===== src/rtl/nco_quad_mixer_if.sv =====
// Sample/control bundle between the DSP chain and the NCO quadrature mixer.
// The master drives samples and tuning; the slave (mixer) returns results and status.
interface nco_quad_mixer_if #(
   parameter int DATA_W  = 16,
   parameter int PHASE_W = 24
);
   logic                      tick_i;
   logic signed [DATA_W-1:0]  in_r_i;
   logic signed [DATA_W-1:0]  in_i_i;
   logic        [PHASE_W-1:0] freq_word_i;
   logic        [PHASE_W-1:0] phase_off_i;
   logic        [1:0]         mode_i;
   logic                      phase_clr_i;
   logic signed [DATA_W-1:0]  out_r_o;
   logic signed [DATA_W-1:0]  out_i_o;
   logic                      valid_o;
   logic                      busy_o;
   logic                      sat_o;
   logic                      overrun_o;

   modport master (
      output tick_i, in_r_i, in_i_i, freq_word_i, phase_off_i, mode_i, phase_clr_i,
      input  out_r_o, out_i_o, valid_o, busy_o, sat_o, overrun_o
   );

   modport slave (
      input  tick_i, in_r_i, in_i_i, freq_word_i, phase_off_i, mode_i, phase_clr_i,
      output out_r_o, out_i_o, valid_o, busy_o, sat_o, overrun_o
   );
endinterface


===== src/rtl/nco_quad_mixer.sv =====
// Complex frequency shifter: phase-accumulator NCO, quarter-wave sine ROM and one
// time-shared multiplier; one result per accepted tick, 8 clocks after the tick.
//
// state | meaning
// IDLE  | waiting for tick_i; latches sample, mode and lookup phase
// ADDR  | register ROM addresses and quadrant signs
// FETCH | register signed sine/cosine
// M0    | accR  = a*c
// M1    | accR += -/+ b*s
// M2    | accI  = b*c
// M3    | accI += +/- a*s
// ROUND | round, shift, saturate; load output registers
// OUT   | valid_o high, return to IDLE
module nco_quad_mixer #(
   parameter int DATA_W  = 16,
   parameter int PHASE_W = 24,
   parameter int LUT_AW  = 8,
   parameter int AMP_W   = 16
) (
   input  logic            clk_i,
   input  logic            reset_i,
   nco_quad_mixer_if.slave bus
);

   localparam int N         = 1 << LUT_AW;
   localparam int TOP_W     = LUT_AW + 2;
   localparam int TOP_SHIFT = PHASE_W - TOP_W;
   localparam int PROD_W    = DATA_W + AMP_W;
   localparam int ACC_W     = DATA_W + AMP_W + 1;

   localparam logic signed [ACC_W-1:0] RND_BIAS = ACC_W'(1) << (AMP_W - 2);
   localparam logic signed [ACC_W-1:0] OUT_MAX  = ACC_W'({1'b0, {(DATA_W-1){1'b1}}});
   localparam logic signed [ACC_W-1:0] OUT_MIN  = ~OUT_MAX;

   // Integer Taylor series in Q30 so the ROM contents are fixed at elaboration
   // without relying on real-valued math in constant functions.
   function automatic logic signed [AMP_W-1:0] lut_entry(input int k);
      longint x, x2, term, sum, peak;
      peak = (64'sd1 <<< (AMP_W - 1)) - 64'sd1;
      x    = (longint'(2 * k + 1) * 64'sd3373259426) >>> (LUT_AW + 2);
      x2   = (x * x) >>> 30;
      term = x;
      sum  = x;
      for (int n = 1; n <= 7; n++) begin
         term = -((term * x2) >>> 30) / longint'((2 * n) * (2 * n + 1));
         sum  = sum + term;
      end
      return AMP_W'((sum * peak + 64'sd536870912) >>> 30);
   endfunction

   logic signed [AMP_W-1:0] lut_rom [N];

   for (genvar k = 0; k < N; k++) begin : g_lut
      localparam logic signed [AMP_W-1:0] L = lut_entry(k);
      assign lut_rom[k] = L;
   end

   typedef enum logic [3:0] {
      S_IDLE, S_ADDR, S_FETCH, S_M0, S_M1, S_M2, S_M3, S_ROUND, S_OUT
   } state_t;

   state_t state_q, state_d;

   logic        [PHASE_W-1:0] acc_q;
   logic        [PHASE_W-1:0] phase_base;
   logic signed [DATA_W-1:0]  a_q, b_q;
   logic        [1:0]         mode_q;
   logic        [TOP_W-1:0]   p_top_q;
   logic        [1:0]         quad;
   logic        [LUT_AW-1:0]  idx;
   logic        [LUT_AW-1:0]  addr_s_q, addr_c_q;
   logic                      neg_s_q, neg_c_q;
   logic signed [AMP_W-1:0]   s_q, c_q;
   logic signed [DATA_W-1:0]  mul_a;
   logic signed [AMP_W-1:0]   mul_b;
   logic signed [PROD_W-1:0]  prod;
   logic signed [ACC_W-1:0]   prod_ext;
   logic signed [ACC_W-1:0]   acc_r_q, acc_i_q;
   logic signed [ACC_W-1:0]   sh_r, sh_i;
   logic signed [DATA_W-1:0]  rnd_r, rnd_i;
   logic                      clip_r, clip_i;
   logic signed [DATA_W-1:0]  out_r_q, out_i_q;
   logic                      valid_q, sat_q, overrun_q;
   logic                      accept, up, bypass;

   assign accept     = (state_q == S_IDLE) && bus.tick_i;
   assign phase_base = bus.phase_clr_i ? '0 : acc_q;
   assign quad       = p_top_q[TOP_W-1 -: 2];
   assign idx        = p_top_q[LUT_AW-1:0];
   assign up         = (mode_q == 2'b10);
   assign bypass     = (mode_q == 2'b00) || (mode_q == 2'b11);

   always_ff @(posedge clk_i or posedge reset_i) begin
      if (reset_i) state_q <= S_IDLE;
      else         state_q <= state_d;
   end

   always_comb begin
      state_d = state_q;
      case (state_q)
         S_IDLE:  if (bus.tick_i) state_d = S_ADDR;
         S_ADDR:  state_d = S_FETCH;
         S_FETCH: state_d = S_M0;
         S_M0:    state_d = S_M1;
         S_M1:    state_d = S_M2;
         S_M2:    state_d = S_M3;
         S_M3:    state_d = S_ROUND;
         S_ROUND: state_d = S_OUT;
         S_OUT:   state_d = S_IDLE;
         default: state_d = S_IDLE;
      endcase
   end

   // Phase clear without a tick is honoured in any state.
   always_ff @(posedge clk_i or posedge reset_i) begin
      if (reset_i)                acc_q <= '0;
      else if (accept)            acc_q <= phase_base + bus.freq_word_i;
      else if (bus.phase_clr_i)   acc_q <= '0;
   end

   always_comb begin
      mul_a = a_q;
      mul_b = c_q;
      case (state_q)
         S_M1:    begin mul_a = b_q; mul_b = s_q; end
         S_M2:    begin mul_a = b_q; mul_b = c_q; end
         S_M3:    begin mul_a = a_q; mul_b = s_q; end
         default: ;
      endcase
   end

   assign prod     = PROD_W'(mul_a) * PROD_W'(mul_b);
   assign prod_ext = ACC_W'(prod);

   always_ff @(posedge clk_i or posedge reset_i) begin
      if (reset_i) begin
         a_q      <= '0;
         b_q      <= '0;
         mode_q   <= '0;
         p_top_q  <= '0;
         addr_s_q <= '0;
         addr_c_q <= '0;
         neg_s_q  <= 1'b0;
         neg_c_q  <= 1'b0;
         s_q      <= '0;
         c_q      <= '0;
         acc_r_q  <= '0;
         acc_i_q  <= '0;
      end else begin
         if (accept) begin
            a_q     <= bus.in_r_i;
            b_q     <= bus.in_i_i;
            mode_q  <= bus.mode_i;
            p_top_q <= TOP_W'((phase_base + bus.phase_off_i) >> TOP_SHIFT);
         end
         case (state_q)
            S_ADDR: begin
               addr_s_q <= quad[0] ? ~idx : idx;
               addr_c_q <= quad[0] ? idx : ~idx;
               neg_s_q  <= quad[1];
               neg_c_q  <= quad[1] ^ quad[0];
            end
            S_FETCH: begin
               s_q <= neg_s_q ? -lut_rom[addr_s_q] : lut_rom[addr_s_q];
               c_q <= neg_c_q ? -lut_rom[addr_c_q] : lut_rom[addr_c_q];
            end
            S_M0:    acc_r_q <= prod_ext;
            S_M1:    acc_r_q <= up ? acc_r_q - prod_ext : acc_r_q + prod_ext;
            S_M2:    acc_i_q <= prod_ext;
            S_M3:    acc_i_q <= up ? acc_i_q + prod_ext : acc_i_q - prod_ext;
            default: ;
         endcase
      end
   end

   always_comb begin
      sh_r   = (acc_r_q + RND_BIAS) >>> (AMP_W - 1);
      sh_i   = (acc_i_q + RND_BIAS) >>> (AMP_W - 1);
      clip_r = (sh_r > OUT_MAX) || (sh_r < OUT_MIN);
      clip_i = (sh_i > OUT_MAX) || (sh_i < OUT_MIN);
      rnd_r  = (sh_r > OUT_MAX) ? OUT_MAX[DATA_W-1:0] :
               (sh_r < OUT_MIN) ? OUT_MIN[DATA_W-1:0] : sh_r[DATA_W-1:0];
      rnd_i  = (sh_i > OUT_MAX) ? OUT_MAX[DATA_W-1:0] :
               (sh_i < OUT_MIN) ? OUT_MIN[DATA_W-1:0] : sh_i[DATA_W-1:0];
   end

   // Results land on the ROUND->OUT edge so valid_o and the data coincide in OUT.
   always_ff @(posedge clk_i or posedge reset_i) begin
      if (reset_i) begin
         out_r_q   <= '0;
         out_i_q   <= '0;
         valid_q   <= 1'b0;
         sat_q     <= 1'b0;
         overrun_q <= 1'b0;
      end else begin
         valid_q <= (state_q == S_ROUND);
         sat_q   <= (state_q == S_ROUND) && !bypass && (clip_r || clip_i);
         if (state_q == S_ROUND) begin
            out_r_q <= bypass ? a_q : rnd_r;
            out_i_q <= bypass ? b_q : rnd_i;
         end
         if (bus.tick_i && (state_q != S_IDLE)) overrun_q <= 1'b1;
      end
   end

   assign bus.out_r_o   = out_r_q;
   assign bus.out_i_o   = out_i_q;
   assign bus.valid_o   = valid_q;
   assign bus.sat_o     = sat_q;
   assign bus.overrun_o = overrun_q;
   assign bus.busy_o    = (state_q != S_IDLE);

endmodule

===== src/flat_wrapper.sv =====
// flat-port wrapper written by rule: the top's interface ports become plain ports
module nco_quad_mixer_flat 
#(
   parameter int DATA_W  = 16,
   parameter int PHASE_W = 24,
   parameter int LUT_AW  = 8,
   parameter int AMP_W   = 16
)
  (clk_i, reset_i, bus_tick_i, bus_in_r_i, bus_in_i_i, bus_freq_word_i, bus_phase_off_i, bus_mode_i, bus_phase_clr_i, bus_out_r_o, bus_out_i_o, bus_valid_o, bus_busy_o, bus_sat_o, bus_overrun_o);
  nco_quad_mixer_if #(.DATA_W(DATA_W), .PHASE_W(PHASE_W)) bus_i ();
  input  logic clk_i;
  input  logic reset_i;
  input wire logic [$bits(bus_i.tick_i)-1:0] bus_tick_i;
  input wire logic [$bits(bus_i.in_r_i)-1:0] bus_in_r_i;
  input wire logic [$bits(bus_i.in_i_i)-1:0] bus_in_i_i;
  input wire logic [$bits(bus_i.freq_word_i)-1:0] bus_freq_word_i;
  input wire logic [$bits(bus_i.phase_off_i)-1:0] bus_phase_off_i;
  input wire logic [$bits(bus_i.mode_i)-1:0] bus_mode_i;
  input wire logic [$bits(bus_i.phase_clr_i)-1:0] bus_phase_clr_i;
  output wire logic [$bits(bus_i.out_r_o)-1:0] bus_out_r_o;
  output wire logic [$bits(bus_i.out_i_o)-1:0] bus_out_i_o;
  output wire logic [$bits(bus_i.valid_o)-1:0] bus_valid_o;
  output wire logic [$bits(bus_i.busy_o)-1:0] bus_busy_o;
  output wire logic [$bits(bus_i.sat_o)-1:0] bus_sat_o;
  output wire logic [$bits(bus_i.overrun_o)-1:0] bus_overrun_o;
  assign bus_i.tick_i = bus_tick_i;
  assign bus_i.in_r_i = bus_in_r_i;
  assign bus_i.in_i_i = bus_in_i_i;
  assign bus_i.freq_word_i = bus_freq_word_i;
  assign bus_i.phase_off_i = bus_phase_off_i;
  assign bus_i.mode_i = bus_mode_i;
  assign bus_i.phase_clr_i = bus_phase_clr_i;
  assign bus_out_r_o = bus_i.out_r_o;
  assign bus_out_i_o = bus_i.out_i_o;
  assign bus_valid_o = bus_i.valid_o;
  assign bus_busy_o = bus_i.busy_o;
  assign bus_sat_o = bus_i.sat_o;
  assign bus_overrun_o = bus_i.overrun_o;
  nco_quad_mixer #(.DATA_W(DATA_W), .PHASE_W(PHASE_W), .LUT_AW(LUT_AW), .AMP_W(AMP_W)) u_core (.clk_i(clk_i), .reset_i(reset_i), .bus(bus_i));
endmodule

===== config.mk =====
export PLATFORM = sky130hd
export DESIGN_NAME = nco_quad_mixer_flat
export DESIGN_NICKNAME = d
export VERILOG_FILES = /design/src/rtl/nco_quad_mixer_if.sv /design/src/rtl/nco_quad_mixer.sv /design/src/flat_wrapper.sv
export SDC_FILE = /design/constraint.sdc
export NUM_CORES = 2
export LEC_CHECK = 0
export BUFFER_PORTS_ARGS = -buffer_cell sky130_fd_sc_hd__buf_2
export CAP_MARGIN = 30
export CORE_MARGIN = 2
export CORE_UTILIZATION = 35
export DETAILED_ROUTE_END_ITERATION = 7
export PLACE_DENSITY = 0.58
export RECOVER_POWER = 50
export SYNTH_ARGS = -nofsm -noshare
export SYNTH_HDL_FRONTEND = slang
export SYNTH_SLANG_ARGS = --single-unit

===== constraint.sdc =====
create_clock -name clk_i -period 18 [get_ports clk_i]
set_input_delay 3.6 -clock clk_i [delete_from_list [all_inputs] [get_ports clk_i]]
set_output_delay 3.6 -clock clk_i [all_outputs]
set_load 0.03 [all_outputs]

=== After elaboration in Yosys (flattened, before gate mapping) ===
Memory sizes are Yosys's and may differ from the RTL's.
Cells that the tools add are included.

* Add/sub/neg operators: 10
* Multiply operators: 1
* Order comparisons: 6
* Equality and inequality tests: 10
* Mux-type cells: 24
* Bitwise logic cells: 4
* Reductions and logical operators: 16

{| class="wikitable"
|+ Operators with widths
! kind !! number
|-
| 16-bit 2-to-1 mux || 14
|-
| 33-bit one-hot mux with 2 select lines || 2
|-
| 33-bit by 16-bit adder with 33-bit output, second input constant || 2
|-
| 33-bit by 32-bit adder with 33-bit output || 2
|-
| 33-bit 2-to-1 mux || 2
|-
| 33-bit by 32-bit subtractor with 33-bit output || 2
|-
| 24-bit adder || 2
|-
| 24-bit 2-to-1 mux || 2
|-
| 18-bit by 16-bit greater-than comparator with 1-bit output, second input constant || 2
|-
| 18-bit by 16-bit less-than comparator with 1-bit output, second input constant || 2
|-
| 16-bit by 16-bit multiplier with 32-bit output || 1
|-
| 16-bit negator || 2
|-
| 4-bit one-hot mux with 8 select lines || 1
|-
| 9-bit >= comparator, second input constant || 2
|-
| 8-bit NOT with 9-bit output || 2
|-
| 4-bit by 3-bit equality test with 1-bit output, second input constant || 4
|-
| 8-bit 2-to-1 mux || 2
|-
| 4-bit by 2-bit equality test with 1-bit output, second input constant || 2
|-
| 8-bit NOT || 1
|-
| 2-bit equality test, second input constant || 2
|-
| 4-bit by 1-bit equality test with 1-bit output, second input constant || 1
|-
| 1-bit logical AND || 4
|-
| 4-bit logical NOT || 1
|-
| 1-bit logical OR || 4
|-
| other kinds (8) || 10
|}

* Bits in registers: 223
* Bits in read-only memories: 8192
* Input port bits: 86
* Output and inout port bits: 36
* Word-level logic and storage cells: 92
* Memories kept: 2

{| class="wikitable"
|+ Memories
! name !! depth !! width !! rd ports !! clocked after memory_dff !! wr ports !! RTL line !! RTL
|-
| (name not given) || 256 || 16 || 1 || 0 || 0 || nco_quad_mixer.sv:164 || <nowiki>s_q <= neg_s_q ? -lut_rom[addr_s_q] : lut_rom[addr_s_q];</nowiki>
|-
| (name not given) || 256 || 16 || 1 || 0 || 0 || nco_quad_mixer.sv:165 || <nowiki>c_q <= neg_c_q ? -lut_rom[addr_c_q] : lut_rom[addr_c_q];</nowiki>
|}

=== Logic depth before layout (Yosys ltp) ===
* Depth in word-level cells: 7
* Depth in mapped cells: 45
* Gate-level depth less buffers: 41

=== Least setup slack after synthesis ===
OpenSTA, ideal clock, no wires.

* Kind: register to register
* Start: register u_core.state_q[3]
* End: register u_core.acc_r_q[32]
* Setup time: 80 ps
* Data arrival time: 10465 ps
* Data required time: 17920 ps
* Setup slack: 7455 ps
* Cell stages (with the launch flop): 42
* Path buffers: 3
* Period minus slack after synthesis: 10545 ps
* Path through: dfrtp_1 -> clkbuf_1 -> nand2b_1 -> nor2_1 -> clkbuf_1 -> buf_1 -> mux2i_1 -> nor2_1 -> fa_1 -> inv_1 -> fa_1 -> fa_1 -> inv_1 -> fa_1 -> fa_1 -> inv_1 -> fa_1 -> inv_1 -> [... 6 more ...] -> a211oi_1 -> nor2_1 -> nor2_1 -> a21oi_1 -> xor2_1 -> inv_1 -> ha_1 -> a21o_1 -> a21o_1 -> a21oi_1 -> inv_1 -> or3_1 -> nor3_1 -> o31ai_1 -> a31oi_1 -> a21oi_1 -> or4b_1 -> o211ai_2

* Longest elaborated chain between the ends: 7
* Elaborated cells on any way between the ends: 14
* Classes of those cells: add/sub (2); mul (1); eq/ne (4); mux (4); reduce/logical (3)

{| class="wikitable"
|+ Ends and longest elaborated chain
! element !! RTL line !! RTL
|-
| from (decl) || nco_quad_mixer.sv:62 || <nowiki>state_t state_q, state_d;</nowiki>
|-
| from (signal assigned) || nco_quad_mixer.sv:95 || <nowiki>else state_q <= state_d;</nowiki>
|-
| 4-bit by 3-bit equality test with 1-bit output, on equally long branches || nco_quad_mixer.sv:124, nco_quad_mixer.sv:156 ||
|-
| 2-bit OR reduction (no line) || n/a ||
|-
| 16-bit 2-to-1 mux || nco_quad_mixer.sv:124 || <nowiki>case (state_q)</nowiki>
|-
| 16-bit by 16-bit multiplier with 32-bit output || nco_quad_mixer.sv:132 || <nowiki>assign prod = PROD_W'(mul_a) * PROD_W'(mul_b);</nowiki>
|-
| 33-bit by 32-bit adder with 33-bit output / 33-bit by 32-bit subtractor with 33-bit output (equally long branches) || nco_quad_mixer.sv:168 || <nowiki>S_M1: acc_r_q <= up ? acc_r_q - prod_ext : acc_r_q + prod_ext;</nowiki>
|-
| 33-bit 2-to-1 mux || nco_quad_mixer.sv:168 ||
|-
| 33-bit one-hot mux with 2 select lines || nco_quad_mixer.sv:156 || <nowiki>case (state_q)</nowiki>
|-
| to (signal assigned) || nco_quad_mixer.sv:167 || <nowiki>S_M0: acc_r_q <= prod_ext;</nowiki>
|-
| to (signal assigned) || nco_quad_mixer.sv:168 ||
|-
| to (decl) || nco_quad_mixer.sv:78 || <nowiki>logic signed [ACC_W-1:0] acc_r_q, acc_i_q;</nowiki>
|}

Parallel ways exist; a longest one is shown, timed or not.
A chain may end at the register's enable or synchronous reset.

=== Worst setup path in the final report ===
Ends and elaborated chain as after synthesis.

==> impl_metrics.csv <==
group,metric,value,unit
die,die_x,320,um
timing,hold_viol,0,
global_route,grt_use_total,0.243,
routing,drtPass1Iterations,6,
yosys,ys_seq_area_frac,0.160,
final_layout,final_util,0.380,
timing,min_period_over_period,0.744,
clocking,tritoncts,"built",
final_layout,most-common-layout-cells,"581 x nand2_1, 421 x inv_1, 418 x nor2_1",
die,start_util,0.354,
yosys,syn-mean-instance-area,7.81,um2
worst_setup_path,criticalPathCategory,"flip-flop to flip-flop",
worst_setup_path,slowest_delay,2.13,ns
clocking,root_buffer,"clkbuf_16",
clocking,cts_sinks,223,
die,coreArea,98700,um2
clocking,cts_resized,0,
die,ioPinCount,122,
place,numPortBuffers,121,
clocking,post_cts_buffers,0,
yosys,synth-edff-count,0,
routing,route.detailed.drc,0,
clocking,cts_hold_buffers,0,
routing,num_vias,33200,
global_route,antenna_found_initial,22,
min_path,min_path_type,"flip-flop to flip-flop",
routing,detail-route-antenna-nets,0,
timing,slew_viol_final,562,
die,die_height,320,um
timing,setup_violations,0,
worst_setup_path,worstPathMaxFanout,31,
final_layout,fill_cells,10400,
yosys,synthFlopType,"dfrtp_1",
global_route,first_global_vias,32000,
worst_setup_path,critPathRequiredTime,18.51,ns
timing,finClkSkew,0.0142,ns
final_layout,final_common_cell,"nand2_1",
die,die-area,102000,um2
worst_setup_path,cpMaxStageDelayCell,"nor2_1",
worst_setup_path,startpoint_type,"flip-flop",
final_layout,nNetsFinal,5051,
timing,max-slew-margin-rel,-2.46,
run_status,status,"finished, violations left",
global_route,grt_overflow,0,
flow_run,cap_violations,9,
place,dpl.hpwl,96.7,mm
yosys,synth_fp_nets,5095,
timing,finalWorstPathRequiredPeriod,13.39,ns
yosys,yosys_warnings,0,
final_layout,layout-drive-gt1-share,0.0847,
routing,first_iter_violations,3546,
run_status,violations,"capacitance limit, slew limit",
timing,max_freq,74.7,MHz
global_route,grt_max_degree,107,
place,gp_congestion,1.01,
yosys,ys_seq_elements,223,
clocking,clk_pin_slew_worst_paths,0.07,ns
routing,drt_wl_total,127,mm
yosys,async_reset_ff_frac,1.00,
clocking,cts_buffer_depth,3,
global_route,grt_pass1_wl,196,mm
clocking,clk_latency,0.59,ns
yosys,synth.distinct_cells,103,
clocking,cts_inserted_buffers,27,
final_layout,area_delta_synth_final,7.25,%
clocking,h-tree-depth,1,
timing,finalSetupTns,0,ns
routing,vias_per_cell,5.77,
die,placementRows,115,
worst_setup_path,worstPathArrival,13.91,ns
worst_setup_path,cp-end-kind,"flip-flop",
yosys,synth_area,34900,um2
routing,wire_per_inst,22.0,um
yosys,syn_inst,4474,
timing,tightest_slew,5.15,ns
timing,rsz0062_at_grt,"no",
-- final cells by class --
type                            count  area, um2  area share
Tap cell                         1287       1610      0.0430
Inverter                          431       1620      0.0432
Multi-Input combinational cell   3553      26600       0.710
Timing Repair Buffer              194       1120      0.0300
Antenna cell                       15       37.5     0.00100
Sequential cell                   223       5600       0.149
Clock buffer                       37        743      0.0198
Clock inverter                     12        140     0.00374
-- critical path: cells and delay by family (launching register included) --
family	cells	cell delay, ns
flip-flops	1	0.44
adder cells (fa/ha/maj)	8	3.72
multiplexers	1	0.95
buffers and inverters	6	0.35
XOR/XNOR	1	0.22
AND/OR/NAND/NOR	9	4.63
AO/OA/AOI/OAI	13	2.99
-- final timing paths --
path / startpoint / end / slack, ns / cells after the start
setup / recovery: u_core.state_q[3]$_DFFE_PP0P_ / u_core.acc_r_q[32]$_DFFE_PP0P_ / 4.61 / 38
setup reg to reg: u_core.state_q[3]$_DFFE_PP0P_ / u_core.acc_r_q[32]$_DFFE_PP0P_ / 4.61 / 38
hold reg to reg: u_core.bus.overrun_o$_DFFE_PP0P_ / u_core.bus.overrun_o$_DFFE_PP0P_ / 0.46 / 1
hold / removal: u_core.bus.overrun_o$_DFFE_PP0P_ / u_core.bus.overrun_o$_DFFE_PP0P_ / 0.46 / 1
min in group asynchronous: reset_i / u_core.bus.valid_o$_DFF_PP0_ / 4.59 / 2
max in group asynchronous: reset_i / u_core.addr_s_q[3]$_DFFE_PP0P_ / 8.64 / 4
-- synthesized netlist by cell type, types with 9 or more instances --
library cell,instances,share of area
nand2_1,582,0.063
inv_1,422,0.045
nor2_1,420,0.045
o21ai_0,343,0.049
a21oi_1,305,0.044
fa_1,270,0.15
ha_1,265,0.095
dfrtp_1,223,0.16
clkbuf_1,166,0.018
xnor2_1,138,0.035
nor3_1,106,0.015
xor2_1,81,0.020
nand3_1,79,0.011
a211oi_1,71,0.015
a31oi_1,65,0.012
nor2b_1,61,0.011
a21o_1,58,0.012
nand2b_1,58,0.010
buf_2,57,0.0082
mux2i_1,50,0.014
mux2_2,46,0.015
o211ai_1,42,0.0090
o21a_1,32,0.0069
o31ai_1,28,0.0060
buf_1,25,0.0027
or2_2,25,0.0045
mux4_2,24,0.015
o311ai_0,24,0.0060
or3_1,24,0.0043
a311oi_1,23,0.0058
and3_1,23,0.0041
a221oi_1,21,0.0053
o22ai_1,20,0.0036
and2_1,18,0.0032
a22oi_1,16,0.0034
o21bai_1,15,0.0032
o221ai_1,15,0.0038
nand4_1,14,0.0025
buf_4,13,0.0028
a221o_1,12,0.0034
a211o_1,11,0.0028
a21boi_0,10,0.0021
o2111ai_1,10,0.0025
a2111oi_0,9,0.0023
-- state kept, by name, summed over array words and instances (netlist names) --
register,flops
u_core.s_q,16
u_core.c_q,16
u_core.state_q,4
u_core.acc_i_q,33
u_core.bus.out_r_o,16
u_core.addr_c_q,8
u_core.acc_r_q,33
u_core.b_q,16
u_core.bus.out_i_o,16
u_core.a_q,16
u_core.bus.overrun_o,1
u_core.neg_s_q,1
u_core.neg_c_q,1
u_core.addr_s_q,8
u_core.acc_q,24
u_core.bus.valid_o,1
u_core.p_top_q,10
u_core.bus.sat_o,1
u_core.mode_q,2
-- metrics by stage --
step / hold WS (ns) / instance area [um2] / instances / setup WS (ns)
finish: 0.458 / 37500 / 5752 / 4.61
global route: 0.483 / 37500 / 5742 / 3.71
CTS: 0.462 / 37500 / 5737 / 6.05
detailed placement: 0.447 / 36600 / 5688 / 6.07
global placement: 0.433 / 36500 / 5676 / 6.08
floorplan: 0.449 / 34900 / 4474 / 7.45
-- logic make-up (layout without fill, tap and decap cells) --
logic type | Yosys count | in the layout | synth area share
xor+xnor | 222 | 222 | 0.0566
mux | 120 | 120 | 0.0446
fa+ha+maj | 535 | 535 | 0.250
compound gates | 1214 | 1214 | 0.222
buf+inv | 698 | 674 | 0.0797
flops | 223 | 223 | 0.160
simple gates | 1462 | 1462 | 0.188
other cells | 0 | 15 | 0
-- layer usage --
| metal | vias to the layer above | share of wire | wire length, um | GRT usage |
|---|---|---|---|---|
| met4 | 28 | 0.048 | 6050 | 0.0969 |
| met3 | 345 | 0.085 | 10800 | 0.0480 |
| met5 | - | 0.0017 | 218 | 0 |
| met2 | 1430 | 0.43 | 54900 | 0.375 |
| li1 | 15400 | - | - | - |
| met1 | 16000 | 0.43 | 54800 | 0.333 |
Power is left out: the tool's default activity adds up to more than one toggle a clock period on the data nets, which glitch-free logic cannot reach.
